[src/rtl/hazard_ctrl_pkg.sv]
// hazard_ctrl_pkg: shared pipeline definitions for the five-stage core.
//   REG_W      - register-number width
//   NOP        - instruction encoding inserted by a flush
//   hz_state_t - hazard controller memory-wait FSM states
package hazard_ctrl_pkg;

    localparam int REG_W = 5;
    localparam logic [31:0] NOP = 32'd0;

    typedef enum logic {
        RUN  = 1'b0,
        WAIT = 1'b1
    } hz_state_t;

endpackage

[src/rtl/hazard_ctrl.sv]
// hazard_ctrl: stall/flush sequencing for PC, IF_ID, ID_EX and EX_MEM.
// Fixed priority: memory wait > load-use > delay-slot annul.
// Ports:
//   clk, reset                  clock, async active-high reset
//   id_rs1/id_rs2, id_use_rs*   sources read by the ID instruction
//   ex_rd, ex_load              destination / load flag of the EX instruction
//   id_annul_ds                 ID branch annuls its delay slot
//   mem_access, mem_ready       MEM stage data-memory handshake
//   pc_en                       PC/nPC load enable
//   ifid_*/idex_*/exmem_stall   pipeline register hold / flush controls
//   mem_abort                   one-cycle pulse when a wait times out
//   mem_err                     sticky timeout flag
//   stall_cnt                   saturating count of cycles with pc_en low
module hazard_ctrl
    import hazard_ctrl_pkg::*;
#(
    parameter int MEM_TIMEOUT = 16,
    parameter int CNT_W       = 16
) (
    input  logic             clk,
    input  logic             reset,
    input  logic [REG_W-1:0] id_rs1,
    input  logic [REG_W-1:0] id_rs2,
    input  logic             id_use_rs1,
    input  logic             id_use_rs2,
    input  logic [REG_W-1:0] ex_rd,
    input  logic             ex_load,
    input  logic             id_annul_ds,
    input  logic             mem_access,
    input  logic             mem_ready,
    output logic             pc_en,
    output logic             ifid_stall,
    output logic             ifid_flush,
    output logic             idex_stall,
    output logic             idex_flush,
    output logic             exmem_stall,
    output logic             mem_abort,
    output logic             mem_err,
    output logic [CNT_W-1:0] stall_cnt
);

    // wait_cnt never exceeds MEM_TIMEOUT-1
    localparam int WCW = (MEM_TIMEOUT > 2) ? $clog2(MEM_TIMEOUT) : 1;
    localparam logic [WCW-1:0] TMO_LAST = WCW'(MEM_TIMEOUT - 1);

    hz_state_t      state, state_nxt;
    logic [WCW-1:0] wait_cnt, wait_cnt_nxt;
    logic           lu, mw, tmo;

    // register 0 is hardwired, so it never creates a dependency
    assign lu = ex_load && (ex_rd != '0) &&
                ((id_use_rs1 && (id_rs1 == ex_rd)) ||
                 (id_use_rs2 && (id_rs2 == ex_rd)));

    // on the timeout cycle the stall is dropped so the pipeline advances
    assign tmo = (state == WAIT) && (wait_cnt == TMO_LAST);
    assign mw  = mem_access && !mem_ready && !tmo;

    // priority-resolved pipeline controls
    always_comb begin
        pc_en       = 1'b1;
        ifid_stall  = 1'b0;
        ifid_flush  = 1'b0;
        idex_stall  = 1'b0;
        idex_flush  = 1'b0;
        exmem_stall = 1'b0;
        if (mw) begin
            pc_en       = 1'b0;
            ifid_stall  = 1'b1;
            idex_stall  = 1'b1;
            exmem_stall = 1'b1;
        end else if (lu) begin
            pc_en      = 1'b0;
            ifid_stall = 1'b1;
            idex_flush = 1'b1;
        end else if (id_annul_ds) begin
            ifid_flush = 1'b1;
        end
    end

    // memory-wait FSM: next state and abort pulse
    always_comb begin
        state_nxt    = state;
        wait_cnt_nxt = wait_cnt;
        mem_abort    = 1'b0;
        case (state)
            RUN: begin
                wait_cnt_nxt = '0;
                if (mw) begin
                    state_nxt    = WAIT;
                    wait_cnt_nxt = WCW'(1);
                end
            end
            WAIT: begin
                if (mem_ready) begin
                    state_nxt    = RUN;
                    wait_cnt_nxt = '0;
                end else if (tmo) begin
                    state_nxt    = RUN;
                    wait_cnt_nxt = '0;
                    mem_abort    = 1'b1;
                end else begin
                    wait_cnt_nxt = wait_cnt + WCW'(1);
                end
            end
            default: begin
                state_nxt    = RUN;
                wait_cnt_nxt = '0;
            end
        endcase
    end

    always_ff @(posedge clk or posedge reset) begin
        if (reset) begin
            state    <= RUN;
            wait_cnt <= '0;
        end else begin
            state    <= state_nxt;
            wait_cnt <= wait_cnt_nxt;
        end
    end

    always_ff @(posedge clk or posedge reset) begin
        if (reset) begin
            mem_err <= 1'b0;
        end else if (mem_abort) begin
            mem_err <= 1'b1;
        end
    end

    always_ff @(posedge clk or posedge reset) begin
        if (reset) begin
            stall_cnt <= '0;
        end else if (!pc_en && (stall_cnt != '1)) begin
            stall_cnt <= stall_cnt + CNT_W'(1);
        end
    end

endmodule

[config.mk]
export PLATFORM = sky130hd
export DESIGN_NAME = hazard_ctrl
export DESIGN_NICKNAME = d
export VERILOG_FILES = /design/src/rtl/hazard_ctrl_pkg.sv /design/src/rtl/hazard_ctrl.sv
export SDC_FILE = /design/constraint.sdc
export NUM_CORES = 1
export LEC_CHECK = 0
export ABC_CLOCK_PERIOD_IN_PS = 1700
export BUFFER_PORTS_ARGS = -buffer_cell sky130_fd_sc_hd__buf_2
export CORE_ASPECT_RATIO = 0.5
export CORE_MARGIN = 8
export CORE_UTILIZATION = 45
export CTS_BUF_LIST = sky130_fd_sc_hd__clkbuf_8
export DETAILED_ROUTE_END_ITERATION = 16
export PLACE_DENSITY_LB_ADDON = 0.2
export SLEW_MARGIN = 20
export SYNTH_ARGS = -nofsm -noshare
export SYNTH_HDL_FRONTEND = slang
export SYNTH_SLANG_ARGS = --single-unit
[constraint.sdc]
create_clock -name clk -period 1.7 [get_ports clk]
set_input_delay 0 -clock clk [delete_from_list [all_inputs] [get_ports clk]]
set_output_delay 0 -clock clk [all_outputs]
set_load 0.1 [all_outputs]
==> reports/qor.txt, run 1 <==
Run status - finished with violations
Failing checks - setup timing
H-tree depth - 1
Reg2reg setup slack - -0.22 ns
Drt drc - 0
Mean area per synthesized cell - 10.13 µm²
Core area - 0.002619 mm²
Final period utilization - 112.9%
CP Capture Type - flip-flop
CTS Buf Count - 3
# Max-Cap Violations - 0
Slew HR - 66.54%
Crit path kind - reg2reg
Largest net degree at the start of global routing - 14
Max IR drop VDD - 1526 µV
Worst-path cell chain - nand4_1 -> nor2_2 -> buf_4 -> and4_2 -> nand4_1 -> nor4_2 -> xor2_1
RSZ-0062 raised after global routing - yes
Clock Tree Root - clkbuf_8
Crit path time final - 1.919 ns
RR Startpoint - stall_cnt[4]$_DFFE_PP0P_
Clk buf depth - 2
Critical path peak fanout - 4
CP required - 1.89 ns
Seq cells post-synth - 22
Critical path arrival - 2.10 ns
Post-Route WL - 4.939 mm
Clock transition at the registers of the reported paths - 0.09 ns
Reg2reg end - stall_cnt[15]$_DFFE_PP0P_
FF-to-FF path depth - 7
Post-synth ARST share - 100.0%
Fin Setup TNS - -1.864 ns
Via count - 1,389
Dpl ws - -0.06219 ns
Input/output buffers - 46
Fraction of layout cells with a size suffix above 1 - 65.26%
Rows - 13
Syn-to-layout area delta - 82.73%
CTS tree - built
Sequential area share after synthesis - 44.18%
CTS sink cnt - 22
Initial antenna violation count - 0
Syn Nets - 148
Post-DP Area - 0.001936 mm²
Clk Latency, worst-skew pair - 0.27 ns
Vias in the first global route - 1,450
Crit path from - stall_cnt[4]$_DFFE_PP0P_
Critical Path Start Type - flip-flop
Chip width - 90.42 µm
Clk_skew - 0.01245 ns
Antenna Cells - 0
I/O pin cnt - 47
Vias per cell - 5.556
Starting Density - 47.59%
Cells after synthesis - 123
Drt pass-1 iters - 5
Total Routing Usage GR - 17.80%
Pins over their slew limit - 0
Netlist area before placement - 0.001246 mm²
DP Wirelength - 2.696 mm
Max Clock Freq - 521.1 MHz
Post-DR wirelength/cell - 19.76 µm
Nets - 239
Final setup viols - 17
Die area - 0.004811 mm²
Final WS setup - -0.2192 ns
Number of flops mapped to enable cells by yosys - 0
Final Util - 86.96%
Yosys Warn Count - 0
Vert. Die Dim - 53.21 µm
Worst path slowest cell - dfrtp_4
Leak - 1.023 nW
Worst path most repeated cell - nand4_1
Final hold violation count - 0
Ys flop type - dfrtp_1
Min-Delay Path Class - in2async
Total global routing overflow - 0
Initial DRC Count - 98
Filler cell count in the final layout - 126
First-pass GRT wire length - 6.775 mm
Routability Congestion - 0.7745
Total power density per cell area - 1246 mW/mm²
Final ANT Viol Nets - 0
Fin area - 0.002277 mm²
Actual slew at the worst max-slew pin - 0.5054 ns
Post-synth cell types - 35
Max stage delay on crit path - 0.42 ns
through the flow:
step	hold slack, ns	total power [mW]	std cells
2_1_floorplan	-0.01126	1.793	123
3_3_place_gp	-0.003376	2.156	232
3_5_place_dp	-0.008916	2.183	232
4_1_cts	0.2456	2.736	245
5_1_grt	0.2788	2.923	250
6_report	0.2393	2.838	250
layout by cell type (no fill, tap or decap), types with 2 or more instances in the layout:
master         instances
buf_12                 7
buf_6                  5
clkbuf_8               3
nor2_4                 3
mux2_4                 3
nor4_2                 4
inv_1                  6
and2_4                 2
nand2b_1               2
dfrtp_1                6
nand3_1                5
xnor2_2                2
nor3_4                 4
xor2_1                 8
buf_2                 39
nand2_1                8
dfrtp_4                7
dlygate4sd3_1          3
a21oi_1                2
nor2_1                 4
o32a_1                 2
nand4_1                7
dfrtp_2                9
nor4_4                 3
xnor2_1               12
buf_4                 34
cell families (layout without fill, tap and decap cells):
group / count (synthesis) / in the layout / share of synthesized area [%]
AO/OA/AOI/OAI: 11 / 11 / 6.225
multiplexers: 4 / 4 / 4.417
buffers and inverters: 11 / 101 / 4.920
AND/OR/NAND/NOR: 51 / 51 / 22.79
adder cells (fa/ha/maj): 2 / 2 / 2.008
flip-flops: 22 / 22 / 44.18
XOR/XNOR: 22 / 22 / 15.46
state kept, by name, summed over array words and instances (netlist names):
name	count
mem_err	1
stall_cnt	16
state	1
wait_cnt	4
critical path: cells and delay by family (launching register included):
family | cells | cell delay, ns
and+or+nand+nor | 5 | 1.03
DFF | 1 | 0.42
xor gates and xnor gates | 1 | 0.23
buffers and inverters | 1 | 0.14
cells in the mapped netlist, types with 3 or more instances:
cell     instances  area [µm²]
mux2_4           3       45.04
dfrtp_1         22       550.5
xor2_1           8       70.07
nor3_1           3       15.01
nor2_1           7       26.28
nand3_1          6       30.03
inv_1            7       26.28
xnor2_1         14       122.6
nand2_1          8       30.03
nand4_1          7       43.79
nor4_1           7       43.79
routing by layer:
metal,track usage [%],up-vias,wire length [µm]
met4,5.995,0,82
met5,0,-,0
met1,16.96,698,1891
met2,36.68,65,2640
li1,-,614,-
met3,5.775,12,325
cell type report:
cell class | count | area [µm²] | share of cell area [%]
clock buffer | 3 | 41.29 | 1.813
tap | 37 | 46.29 | 2.033
timing repair buffer | 90 | 699.4 | 30.71
inverter | 7 | 30.03 | 1.319
sequential | 22 | 588.1 | 25.82
multi-input combinational | 90 | 842.1 | 36.98
clock inverter | 1 | 30.03 | 1.319
how the worst max path moves through the flow:
stage | end | slack (ns) | cells past startpoint
3_5_place_dp | stall_cnt[2]$_DFFE_PP0P_ | -0.06 | 9
2_1_floorplan | stall_cnt[13]$_DFFE_PP0P_ | -0.29 | 7
6_report | stall_cnt[15]$_DFFE_PP0P_ | -0.22 | 7
5_1_grt | stall_cnt[15]$_DFFE_PP0P_ | -0.25 | 8
4_1_cts | ifid_flush | -0.12 | 8
3_3_place_gp | stall_cnt[14]$_DFFE_PP0P_ | -0.02 | 8
what timing repair did:
action,in CTS,in global routing
gates resized for setup,11,17
setup buffers,6,5
pin swaps,10,8
endpoints found under the hold margin,11,0
setup endpoints to repair,7,20
hold buffers,3,0
power breakdown:
group / switching [mW] / leakage [nW] / internal (mW)
registers: 0.101 / 0.260 / 0.665
logic: 1.14 / 0.727 / 0.428
clock network: 0.188 / 0.0357 / 0.315
Power figures use the tool's default switching activity.
==> run 2, diff against run 1 <==
Settings changed: TNS_END_PERCENT set to 30.
==> reports/qor.txt, run 2 (synthesis results as in run 1) <==
Run status - finished with violations
Failing checks - setup timing
Reg2reg end - stall_cnt[14]$_DFFE_PP0P_
I/O pin cnt - 47 (unchanged)
Via count - 1,257 (-9.5%)
Critical path arrival - 1.93 ns (-0.17 ns)
Power, Total - 2.606 mW (-8.2%)
Syn-to-layout area delta - 67.47%
Antenna Cells - 0 (unchanged)
Clk_skew - 0.004622 ns (-0.007829 ns)
Clk Latency, worst-skew pair - 0.27 ns (about the same)
Initial antenna violation count - 0 (unchanged)
First-pass GRT wire length - 5.961 mm (-12%)
Top reg by flops - stall_cnt
Post-DR wirelength/cell - 15.08 µm (-24%)
Critical path peak fanout - 8 (+4)
Starting Density - 47.59% (unchanged)
Largest net degree at the start of global routing - 18 (+4)
RSZ-0062 raised after global routing - yes
Net switching power - 1.342 mW (-6.2%)
CP Capture Type - flip-flop
CP required - 1.85 ns (-0.04 ns)
Vert. Die Dim - 53.21 µm (unchanged)
Fin Setup TNS - -0.2815 ns (+1.583 ns)
Total global routing overflow - 0 (unchanged)
Vias per cell - 5.216 (-6.1%)
CTS sink cnt - 22 (unchanged)
Initial DRC Count - 47 (-52%)
Clock Tree Root - clkbuf_8
Biggest registers after layout - stall_cnt x16, wait_cnt x4
Post-Route WL - 3.634 mm (-26%)
Final hold violation count - 0 (unchanged)
Crit path kind - reg2reg
Slew HR - 58.84% (-7.7 points)
Total power density per cell area - 1249 mW/mm² (+0.18%)
Reg power frac - 29.3% (+2.3 points)
Max Clock Freq - 562.6 MHz (+8.0%)
RR Startpoint - wait_cnt[1]$_DFF_PP0_
Fraction of layout cells with a size suffix above 1 - 60.29% (-5.0 points)
Crit path time final - 1.778 ns (-0.1416 ns)
Leak - 0.9434 nW (-7.8%)
Hold Crit Depth - 4
Final period utilization - 104.6% (-8.3 points)
Final WS setup - -0.07754 ns (+0.1416 ns)
Dpl ws - -0.1685 ns (-0.1063 ns)
Max reg flops - 16 (unchanged)
Clock share of power - 14.6% (-3.1 points)
Input/output buffers - 46 (unchanged)
Vias in the first global route - 1,278 (-12%)
Min Hold Slack - 0.1097 ns (-0.1296 ns)
Routability Congestion - 0.7442 (-3.9%)
Drt drc - 0 (unchanged)
Core area - 0.002619 mm² (unchanged)
CTS tree - built
Rows - 13 (unchanged)
Comb power frac - 56.1% (+0.8 points)
Drt pass-1 iters - 6 (+1)
H-tree depth - 1 (unchanged)
Nets - 230 (-3.8%)
Pins over their slew limit - 0 (unchanged)
Max IR drop VDD - 1201 µV (-21%)
Commonest non-fill, non-tap cells in the layout - buf_2 (40), buf_4 (29), xnor2_1 (14), dfrtp_2 (9)
# Max-Cap Violations - 0 (unchanged)
Clock transition at the registers of the reported paths - 0.08 ns (about the same)
Hold EP - state$_DFF_PP0_
Min-Delay Path Class - in2reg
Int Pwr - 1.264 mW (-10%)
Commonest non-fill, non-tap cell in the layout - buf_2
Critical Path Start Type - flip-flop
CTS Buf Count - 3 (unchanged)
Hold_sp - mem_ready
Chip width - 90.42 µm (unchanged)
Sw Share - 51.51% (+1.1 points)
Actual slew at the worst max-slew pin - 0.6168 ns (+0.1114 ns)
FF-to-FF path depth - 7 (unchanged)
Final setup viols - 9 (-8)
Final ANT Viol Nets - 0 (unchanged)
Die area - 0.004811 mm² (unchanged)
DP Wirelength - 2.665 mm (-1.2%)
Reg2reg setup slack - -0.08 ns (+0.14 ns)
Clk buf depth - 2 (unchanged)
Total Routing Usage GR - 15.69% (-2.1 points)
## run 2: cell types whose count changed in the layout (fill, tap and decap cells not counted), sizes merged
| cell | change |
|---|---|
| bufinv | -1 |
| buf | -8 |
## run 2: power by group through the flow
stage	Sequential (mW)	Combinational, mW	Clock [mW]
final	0.763	1.46	0.381
after global routing	0.775	1.53	0.417
after CTS	0.747	1.43	0.386
after detailed placement	0.753	1.40	0
after global placement	0.745	1.38	0
after floorplan	1.47	0.314	0
## run 2: cell type report
class | count | area, µm²
clock buffer | 4 | 55.05
fill | 154 | 531.8
tap | 37 | 46.29
sequential | 22 | 588.1
timing repair buffer | 81 | 601.8
multi-input combinational | 90 | 765.7
inverter | 7 | 30.03
## run 2: through the flow
stage | cells | utilization, % | area [µm²]
2_1_floorplan | 123 | - | 1365
3_3_place_gp | 232 | 72.96 | 1911
3_5_place_dp | 232 | 72.96 | 1911
4_1_cts | 240 | 78.45 | 2054
5_1_grt | 241 | 79.69 | 2087
6_report | 241 | 79.69 | 2087
## run 2: routing by layer
metal,GRT usage [%],vias up,wire length [µm]
met2,28.81,44,1871
li1,-,598,-
met1,17.15,606,1497
met5,0,-,0
met3,5.634,9,207
met4,4.905,0,58
## run 2: worst max-delay path: stages, from the launching register on
cell and delay (ns):
dfrtp_1 0.41, ha_4 0.17, a41oi_2 0.14, and2_4 0.18, a21oi_4 0.04, buf_4 0.19
nor3_2 0.20, mux2_4 0.32
## run 2: worst max path at each step
stage / endpoint / cells past startpoint / start
6_report: stall_cnt[14]$_DFFE_PP0P_ / 7 / wait_cnt[1]$_DFF_PP0_
3_5_place_dp: stall_cnt[8]$_DFFE_PP0P_ / 7 / stall_cnt[6]$_DFFE_PP0P_
5_1_grt: stall_cnt[14]$_DFFE_PP0P_ / 7 / wait_cnt[1]$_DFF_PP0_
2_1_floorplan: stall_cnt[10]$_DFFE_PP0P_ / 7 / stall_cnt[5]$_DFFE_PP0P_
3_3_place_gp: stall_cnt[5]$_DFFE_PP0P_ / 7 / stall_cnt[5]$_DFFE_PP0P_
4_1_cts: stall_cnt[14]$_DFFE_PP0P_ / 7 / wait_cnt[1]$_DFF_PP0_
## run 2: timing repair
item                                    CTS  global route
hold buffers                              3             0
pin swaps                                 1             5
endpoints found under the setup margin   18            17
resized for setup                        10             4
setup buffers                             1             1
endpoints found under the hold margin    18             0
